[config.mk]
export PLATFORM = sky130hd
export DESIGN_NAME = pci_arb_rr
export DESIGN_NICKNAME = d
export VERILOG_FILES = /design/src/rtl/pci_arb_rr.sv
export SDC_FILE = /design/constraint.sdc
export NUM_CORES = 1
export LEC_CHECK = 0
export CAP_MARGIN = 25
export CORE_UTILIZATION = 26
export CTS_CLUSTER_SIZE = 24
export DETAILED_ROUTE_END_ITERATION = 16
export PLACE_DENSITY = 0.55
export SYNTH_ARGS = -nofsm -noshare
export SYNTH_HDL_FRONTEND = slang
export SYNTH_SLANG_ARGS = --single-unit
export TNS_END_PERCENT = 1
[constraint.sdc]
create_clock -name clk -period 3.1 [get_ports clk]
set_input_delay 0.62 -clock clk [delete_from_list [all_inputs] [get_ports clk]]
set_output_delay 0.62 -clock clk [all_outputs]
set_load 0.1 [all_outputs]
[src/rtl/pci_arb_rr.sv]
`default_nettype none
// ============================================================================
// Module      : pci_arb_rr
// Description : Round-robin PCI bus arbiter for N masters. Samples active-low
//               REQ# lines, drives at most one registered active-low GNT#,
//               hands the bus over following FRAME#/IRDY# activity and
//               reclaims an unused grant after TMO idle cycles.
//               Optional bus parking is enabled by defining PCI_ARB_PARK_EN.
// Revision    : 1.0 - initial release
// ============================================================================
module pci_arb_rr #(
    parameter int N    = 4,
    parameter int TMO  = 16,
    parameter int PARK = 0,
    localparam int IW  = $clog2(N),
    localparam int TW  = $clog2(TMO + 1)
) (
    input  logic          clk,
    input  logic          rst,
    input  logic [N-1:0]  req_n,
    input  logic          frame_n,
    input  logic          irdy_n,
    output logic [N-1:0]  gnt_n,
    output logic [IW-1:0] owner,
    output logic          owner_vld,
    output logic          tmo_pulse
);

`ifdef PCI_ARB_PARK_EN
    typedef enum logic [2:0] {
        S_IDLE   = 3'd0,
        S_GRANT  = 3'd1,
        S_BUSY   = 3'd2,
        S_DRAIN  = 3'd3,
        S_PARKED = 3'd4
    } state_t;

    localparam logic [IW-1:0] c_park      = IW'(PARK);
    localparam logic [IW-1:0] c_park_next = (PARK == N - 1) ? '0 : IW'(PARK + 1);
`else
    typedef enum logic [2:0] {
        S_IDLE   = 3'd0,
        S_GRANT  = 3'd1,
        S_BUSY   = 3'd2,
        S_DRAIN  = 3'd3
    } state_t;
`endif

    localparam logic [TW-1:0] c_tmo_last = TW'(TMO - 1);
    localparam logic [IW:0]   c_n        = (IW + 1)'(N);
    localparam logic [IW-1:0] c_last_idx = IW'(N - 1);

    state_t        state_q, state_d;
    logic [N-1:0]  req_q;
    logic [IW-1:0] ptr_q, ptr_d;
    logic [TW-1:0] tmr_q, tmr_d;
    logic [N-1:0]  gnt_n_q, gnt_n_d;
    logic [IW-1:0] owner_q, owner_d;
    logic          owner_vld_q, owner_vld_d;
    logic          tmo_pulse_q, tmo_pulse_d;

    logic          w_idle;
    logic          w_any_req;
    logic          w_other_req;
    logic [N-1:0]  w_owner_oh;
    logic          w_win_vld;
    logic [IW-1:0] w_win_idx;
    logic [IW-1:0] w_ptr_next;
    logic [IW:0]   w_pos;

    assign w_idle    = frame_n & irdy_n;
    assign w_any_req = ~&req_q;

    // Requests from masters other than the current owner force a hand-over.
    always_comb begin
        w_owner_oh          = '0;
        w_owner_oh[owner_q] = 1'b1;
        w_other_req         = |(~req_q & ~w_owner_oh);
    end

    // Round-robin search starting at ptr; first requesting index wins.
    always_comb begin
        w_win_vld = 1'b0;
        w_win_idx = '0;
        w_pos     = '0;
        for (int k = 0; k < N; k++) begin
            w_pos = {1'b0, ptr_q} + (IW + 1)'(k);
            if (w_pos >= c_n) begin
                w_pos = w_pos - c_n;
            end
            if (!w_win_vld && !req_q[w_pos[IW-1:0]]) begin
                w_win_vld = 1'b1;
                w_win_idx = w_pos[IW-1:0];
            end
        end
        w_ptr_next = (w_win_idx == c_last_idx) ? '0 : w_win_idx + IW'(1);
    end

    // Next-state and output decode; every hand-over passes through IDLE.
    always_comb begin
        state_d     = state_q;
        ptr_d       = ptr_q;
        tmr_d       = tmr_q;
        gnt_n_d     = gnt_n_q;
        owner_d     = owner_q;
        owner_vld_d = owner_vld_q;
        tmo_pulse_d = 1'b0;
        case (state_q)
            S_IDLE: begin
                if (w_win_vld) begin
                    state_d            = S_GRANT;
                    gnt_n_d            = '1;
                    gnt_n_d[w_win_idx] = 1'b0;
                    owner_d            = w_win_idx;
                    owner_vld_d        = 1'b1;
                    ptr_d              = w_ptr_next;
                    tmr_d              = '0;
                end
`ifdef PCI_ARB_PARK_EN
                else begin
                    state_d         = S_PARKED;
                    gnt_n_d         = '1;
                    gnt_n_d[c_park] = 1'b0;
                    owner_d         = c_park;
                    owner_vld_d     = 1'b1;
                end
`endif
            end
            S_GRANT: begin
                if (!frame_n) begin
                    state_d = S_BUSY;
                    tmr_d   = '0;
                end else if (req_q[owner_q] && w_idle) begin
                    state_d     = S_IDLE;
                    gnt_n_d     = '1;
                    owner_vld_d = 1'b0;
                    tmr_d       = '0;
                end else if (w_idle) begin
                    if (tmr_q == c_tmo_last) begin
                        // Unused grant reclaimed; ptr already points past owner.
                        state_d     = S_IDLE;
                        gnt_n_d     = '1;
                        owner_vld_d = 1'b0;
                        tmr_d       = '0;
                        tmo_pulse_d = 1'b1;
                    end else begin
                        tmr_d = tmr_q + TW'(1);
                    end
                end
            end
            S_BUSY: begin
                if (w_other_req) begin
                    // Withdraw GNT# early; the owner finishes its current burst.
                    state_d     = S_DRAIN;
                    gnt_n_d     = '1;
                    owner_vld_d = 1'b0;
                end else if (w_idle) begin
                    if (!req_q[owner_q]) begin
                        state_d = S_GRANT;
                        tmr_d   = '0;
                    end else begin
                        state_d     = S_IDLE;
                        gnt_n_d     = '1;
                        owner_vld_d = 1'b0;
                    end
                end
            end
            S_DRAIN: begin
                if (w_idle) begin
                    state_d = S_IDLE;
                end
            end
`ifdef PCI_ARB_PARK_EN
            S_PARKED: begin
                if (!frame_n) begin
                    state_d = S_BUSY;
                end else if (!req_q[c_park]) begin
                    state_d = S_GRANT;
                    ptr_d   = c_park_next;
                    tmr_d   = '0;
                end else if (w_any_req && w_idle) begin
                    state_d     = S_IDLE;
                    gnt_n_d     = '1;
                    owner_vld_d = 1'b0;
                end
            end
`endif
            default: begin
                state_d     = S_IDLE;
                gnt_n_d     = '1;
                owner_vld_d = 1'b0;
                tmr_d       = '0;
            end
        endcase
    end

    // State, request sampling and registered outputs.
    always_ff @(posedge clk or posedge rst) begin
        if (rst) begin
            state_q     <= S_IDLE;
            req_q       <= '1;
            ptr_q       <= '0;
            tmr_q       <= '0;
            gnt_n_q     <= '1;
            owner_q     <= '0;
            owner_vld_q <= 1'b0;
            tmo_pulse_q <= 1'b0;
        end else begin
            state_q     <= state_d;
            req_q       <= req_n;
            ptr_q       <= ptr_d;
            tmr_q       <= tmr_d;
            gnt_n_q     <= gnt_n_d;
            owner_q     <= owner_d;
            owner_vld_q <= owner_vld_d;
            tmo_pulse_q <= tmo_pulse_d;
        end
    end

    assign gnt_n     = gnt_n_q;
    assign owner     = owner_q;
    assign owner_vld = owner_vld_q;
    assign tmo_pulse = tmo_pulse_q;

endmodule
`default_nettype wire

== Word-level counts from Yosys, hierarchy flattened ==
Cells that the tools add are included.
Cells by class
  bitwise logic cells: 6
  $lt $le $gt $ge: 12
  reduce and logical (&&, ||, !) cells: 17
  multiplexer cells: 69
  eq/ne operators: 17
  $add $sub $neg: 9
Operator list (number)
  $mux W5: 8
  $mux W4: 8
  $mux W1: 25
  $mux W3: 8
  $pmux W5 S4: 1
  $lt A2 B3 Y1 const B: 6
  $mux W2: 9
  $pmux W4 S4: 1
  $ne A2 B2 Y1 const B: 6
  $ne A3 B3 Y1 const B: 4
  $not A4 Y4: 3
  $pmux W3 S4: 1
  $bmux W1 S2: 5
  $ge A3 B3 Y1 const B: 3
  $ne A4 B4 Y1 const B: 2
  $sub A2 B1 Y2 const B: 4
  $reduce_and A7 Y1: 1
  $add A2 B2 Y3 const B: 2
  $eq A3 B2 Y1 const B: 2
  $logic_and A1 B1 Y1: 6
  $reduce_and A6 Y1: 1
  $add A5 B1 Y5 const B: 1
  $eq A5 B4 Y1 const B: 1
  $logic_not A1 Y1: 5
  15 further kinds: 17
Storage, ports and cells
  flip-flop bits (word level): 22
  output and inout bits: 8
  bits of input ports: 8
  word-level logic and storage cells: 138

== Depth between registers and ports, before layout ==
  depth after elaboration: 21
  gate-level depth with buffers: 7
  depth with buffers taken out: 7

== Worst setup path after synthesis ==
No wires, ideal clock.
  path kind: reg-to-reg
  from: register owner_q[0], in the netlist owner[0]
  to: register tmr_q[0]
  required time: 2.972 ns
  clock period less this slack: 2.611 ns
  setup time: 0.128 ns
  data arrival time: 2.484 ns
  buffers on the path: 0
  cell stages (with the launch flop): 6
  setup slack: 0.489 ns
  cells stage by stage: dfrtp_1 mux4_2 nor4_2 o31ai_1 nand2_1 mux2_1
On the way
  word-level cells in the longest chain between the ends: 9
  elaborated cells between the ends (all ways): 18
  classes of those cells: order compare (2); eq/ne (3); mux (7); bitwise (2); reduce/logical (4)
RTL lines
  start, declared: line 58  | logic [IW-1:0] owner_q, owner_d;
  start signal, assigned: line 214  | owner_q <= owner_d;
  $lt A2 B3 Y1 (implied by the code) / $ge A2 B1 Y1 (equally long branches): line 77  | w_owner_oh[owner_q] = 1'b1;
  $logic_and A1 B1 Y1 (implied by the code): line 77
  $mux W1 (implied by the code): line 77
  $demux W1 S2: line 77
  $not A4 Y4: line 78  | w_other_req = |(~req_q & ~w_owner_oh);
  $and A4 B4 Y4: line 78
  $reduce_or A4 Y1: line 78
  $ne A2 B2 Y1 (no source line)
  $reduce_and A6 Y1 (no source line)
  end signal, assigned: line 212  | tmr_q <= tmr_d;
  end, declared: line 56  | logic [TW-1:0] tmr_q, tmr_d;
Parallel ways exist; a longest one is shown, timed or not. The select of a mux whose other input is x is not followed.
A chain may end at the register's enable or synchronous reset.

== Final worst setup path ==
Ends and elaborated chain as after synthesis.

==> results.txt <==
----------------------------------------------------
[Power and ir drop]
  Power per cell area ... around 860 mW/mm²
  Comb pwr share ... between 40% and 50%
  Sequential power share ... a little over a third
  Switching power of the nets ... 0.6058 mW
  Clock network fraction of total power ... between 10% and 20%
  Overall power consumption ... 1.219 mW
  Pleak ... ~0.64 nW
  Max IR drop VDD ... 0.2938 mV
  Switching fraction of total power ... just under 50%
  Total internal power ... 0.6131 mW

[Synthesis]
  Cell type with the largest total area after synthesis ... dfrtp_1
  Area share of the largest cell type after synthesis ... 27.51%
  Synth Instances ... about 120
  Sequential share of the synthesized area ... around 45%
  Nets in the synthesized netlist ... approximately 140
  Ys Warns ... 0
  #FFs+latches synth ... 21
  Avg Cell Area, Syn ... a little under 10 µm²
  Area contributors post-synth ... dfrtp_1 28%, dfstp_2 18%, ha_1 5.3%
  Netlist cell types ... 39
  Cell Area, Synth ... between 0.001 and 0.0015 mm²

[Floorplanning]
  Total die area ... ~0.0048 mm²
  Floorplan core area ... roughly 0.0044 mm²
  Starting Density ... 27.16%
  Num rows ... 24
  Die width ... 69.44 µm
  I/O pins ... 16
  Chip Height ... 69.44 µm

[Cells and area]
  Register Area ... approximately 540 µm²
  Most common cell after layout, fill and taps aside ... inv_1
  Commonest non-fill, non-tap cells in the layout ... 14 x inv_1, 13 x dfrtp_1, 12 x nand2_1
  Synth-to-Final Area Change ... 19.36%
  Post-route cell area ... around 0.0014 mm²
  Fin nets ... about 150
  Area of the multi-input gates ... approximately 580 µm²
  Final antenna diode count ... 0
  Fraction of final layout cells sized beyond drive strength 1 ... 16.55%
  Filler cell count in the final layout ... 447

[CTS]
  TritonCTS clock tree ... done
  Max Buffers Root-to-Sink ... 2
  Post-CTS setup buffers ... 0
  Root buf cell ... clkbuf_8
  Insertion delay to the later sink of the worst-skew pair ... roughly 0.26 ns
  Clk sink count ... 21
  Hold_buf cts ... 0
  Cts repair resizes ... 0
  Clock input transition at the sequential cells of the worst setup and hold paths ... roughly 0.070 ns
  Number of buffers created by CTS ... 3
  Maximum level of the CTS H-tree ... 1

[Detailed routing]
  Number of search-and-repair iterations in the first detailed-routing pass ... 4
  Initial detailed-routing violation count ... a little under 80
  Antenna Violating Nets Remaining ... 0
  Vias ... a little under 1000
  Total DRC errors in the routed layout ... 0
  Average wire length per cell after detail routing ... ~13 µm
  Via count normalized by instance count ... 5.194
  Aggregate routed wire length ... roughly 2500 µm

[Global routing]
  Initial antenna violation count ... 0
  Via count of the first global-routing pass ... approximately 990
  Total grt overflow ... 0
  GRT Util Overall ... 11.45%
  First-pass GRT wire length ... roughly 4500 µm
  Maximum number of pins on one net before global-route repair ... 22

[Timing]
  Upper clock frequency limit ... 0.4721 GHz
  Total negative slack ... 0 ns
  # setup viols final ... 0
  Setup skew after layout ... approximately 0.0039 ns
  Fin crit share ... between 60% and 70%
  Max Transition Viols Final ... 0
  Fin crit period ... around 2.1 ns
  Tightest Pin Transition ... roughly 0.79 ns
  Worst hold margin ... between 0.4 and 0.5 ns
  Worst max-slew margin expressed relative to the limit ... a little under half
  Hold Fails Final Rpt ... 0
  Setup repair after global routing missed its margin ... false

[Placed design]
  Cell Area, Placed ... 0.001366 mm²
  IO Port Bufs ... 15
  Routability cong. ... between 0.7 and 0.8
  Half-perimeter wire length after detailed placement ... 1872 µm

[Hold path]
  Worst Hold Path Cells ... 2
  HP Class ... reg -> reg

[Worst setup path]
  Worst path required time ... about 3.2 ns
  Crit path capture type ... register
  Worst R2R Path Depth ... 5
  Largest fanout on the critical path ... 6
  Startpoint class of the critical path ... register
  WS Path Type ... reg -> reg
  Arrival @ worst endpoint ... roughly 2.3 ns

[Run status]
  Run status ... finished clean

[Run]
  Max-cap violations ... 0

----------------------------------------------------
## power by group through the flow
stage               clock (mW)  combinational [mW]  sequential [mW]
floorplan                    0               0.243            0.675
finish                   0.176               0.604            0.439
detailed placement           0               0.607            0.442
global placement             0               0.598            0.441
global route             0.195               0.655            0.454
CTS                      0.184               0.608            0.438
## synth_stat cells
cell and count:
mux2_2 1, inv_1 14, mux2i_1 2, o31ai_1 2, o221ai_1 1, o31a_1 2, o21ai_0 5, nor4_2 1
a211oi_1 1, nand3_1 4, a22o_1 1, clkbuf_1 3, nand4b_1 1, o41ai_1 1, and4_1 1, mux2_1 1
o2bb2ai_1 1, o22ai_1 2, o311ai_1 1, a21o_1 1, a221oi_1 5, nand2b_1 3, o311ai_0 2, ha_1 5
a211o_1 1, nor3b_1 1, dfstp_2 8, a32o_1 1, nand2_1 12, nor3_1 4, a21oi_1 8, dfrtp_1 13
mux4_2 1, nor2_2 1, a21boi_0 1, nand4_1 1, and2_1 2, nor2b_1 1, nor2_1 7
## cell families (layout without fill, tap and decap cells)
kind of cell / Yosys count / count (layout) / synth area share, %
AO/OA/AOI/OAI: 36 / 36 / 21.69
adder cells (fa/ha/maj): 5 / 5 / 5.291
buffers and inverters: 17 / 33 / 5.397
flip-flops: 21 / 21 / 45.29
multiplexers: 5 / 5 / 5.502
AND/OR/NAND/NOR: 39 / 39 / 16.83
## registers in the layout (all words and copies together), names as in the netlist
name       count
owner_vld      1
owner          2
req_q          4
gnt_n          4
tmr_q          5
state_q        2
ptr_q          2
tmo_pulse      1
## metrics by stage
stage	cells	setup WS (ns)	utilization [%]
2_1_floorplan	123	0.4887	-
3_3_place_gp	187	0.8997	31.38
3_5_place_dp	187	0.8677	31.38
4_1_cts	191	0.9657	32.41
5_1_grt	191	0.7660	32.41
6_report	191	0.9817	32.41
## worst paths after layout
check	start	slack (ns)	to
setup / recovery	owner[0]	0.98	tmr_q[0]
hold / removal	gnt_n[1]	0.49	gnt_n[1]
setup reg to reg	owner[0]	0.98	tmr_q[0]
hold reg to reg	gnt_n[1]	0.49	gnt_n[1]
max in group asynchronous	rst	1.80	tmr_q[3]
min in group asynchronous	rst	0.81	ptr_q[1]
## critical path, cell delays in order (launching register included)
cell and delay (ns):
dfrtp_1 0.48, mux4_2 0.61, nor4_2 0.23, o31ai_1 0.14
nand2_1 0.20, mux2_1 0.34
## layer usage
layer / vias to the layer above / wire length [µm] / track usage [%]
li1: 482 / - / -
met1: 484 / 1215 / 15.30
met2: 20 / 1185 / 18.23
met3: 6 / 67 / 2.180
met4: 0 / 46 / 4.535
met5: - / 0 / 0
## layout make-up
type | count | share of cell area [%]
clock buffers | 4 | 3.191
multi-input cells | 85 | 41.31
well taps | 52 | 4.610
repair buffers | 15 | 9.220
inverters | 14 | 3.723
flip-flops and latches | 21 | 37.94
(Power assumes the default switching activity.)
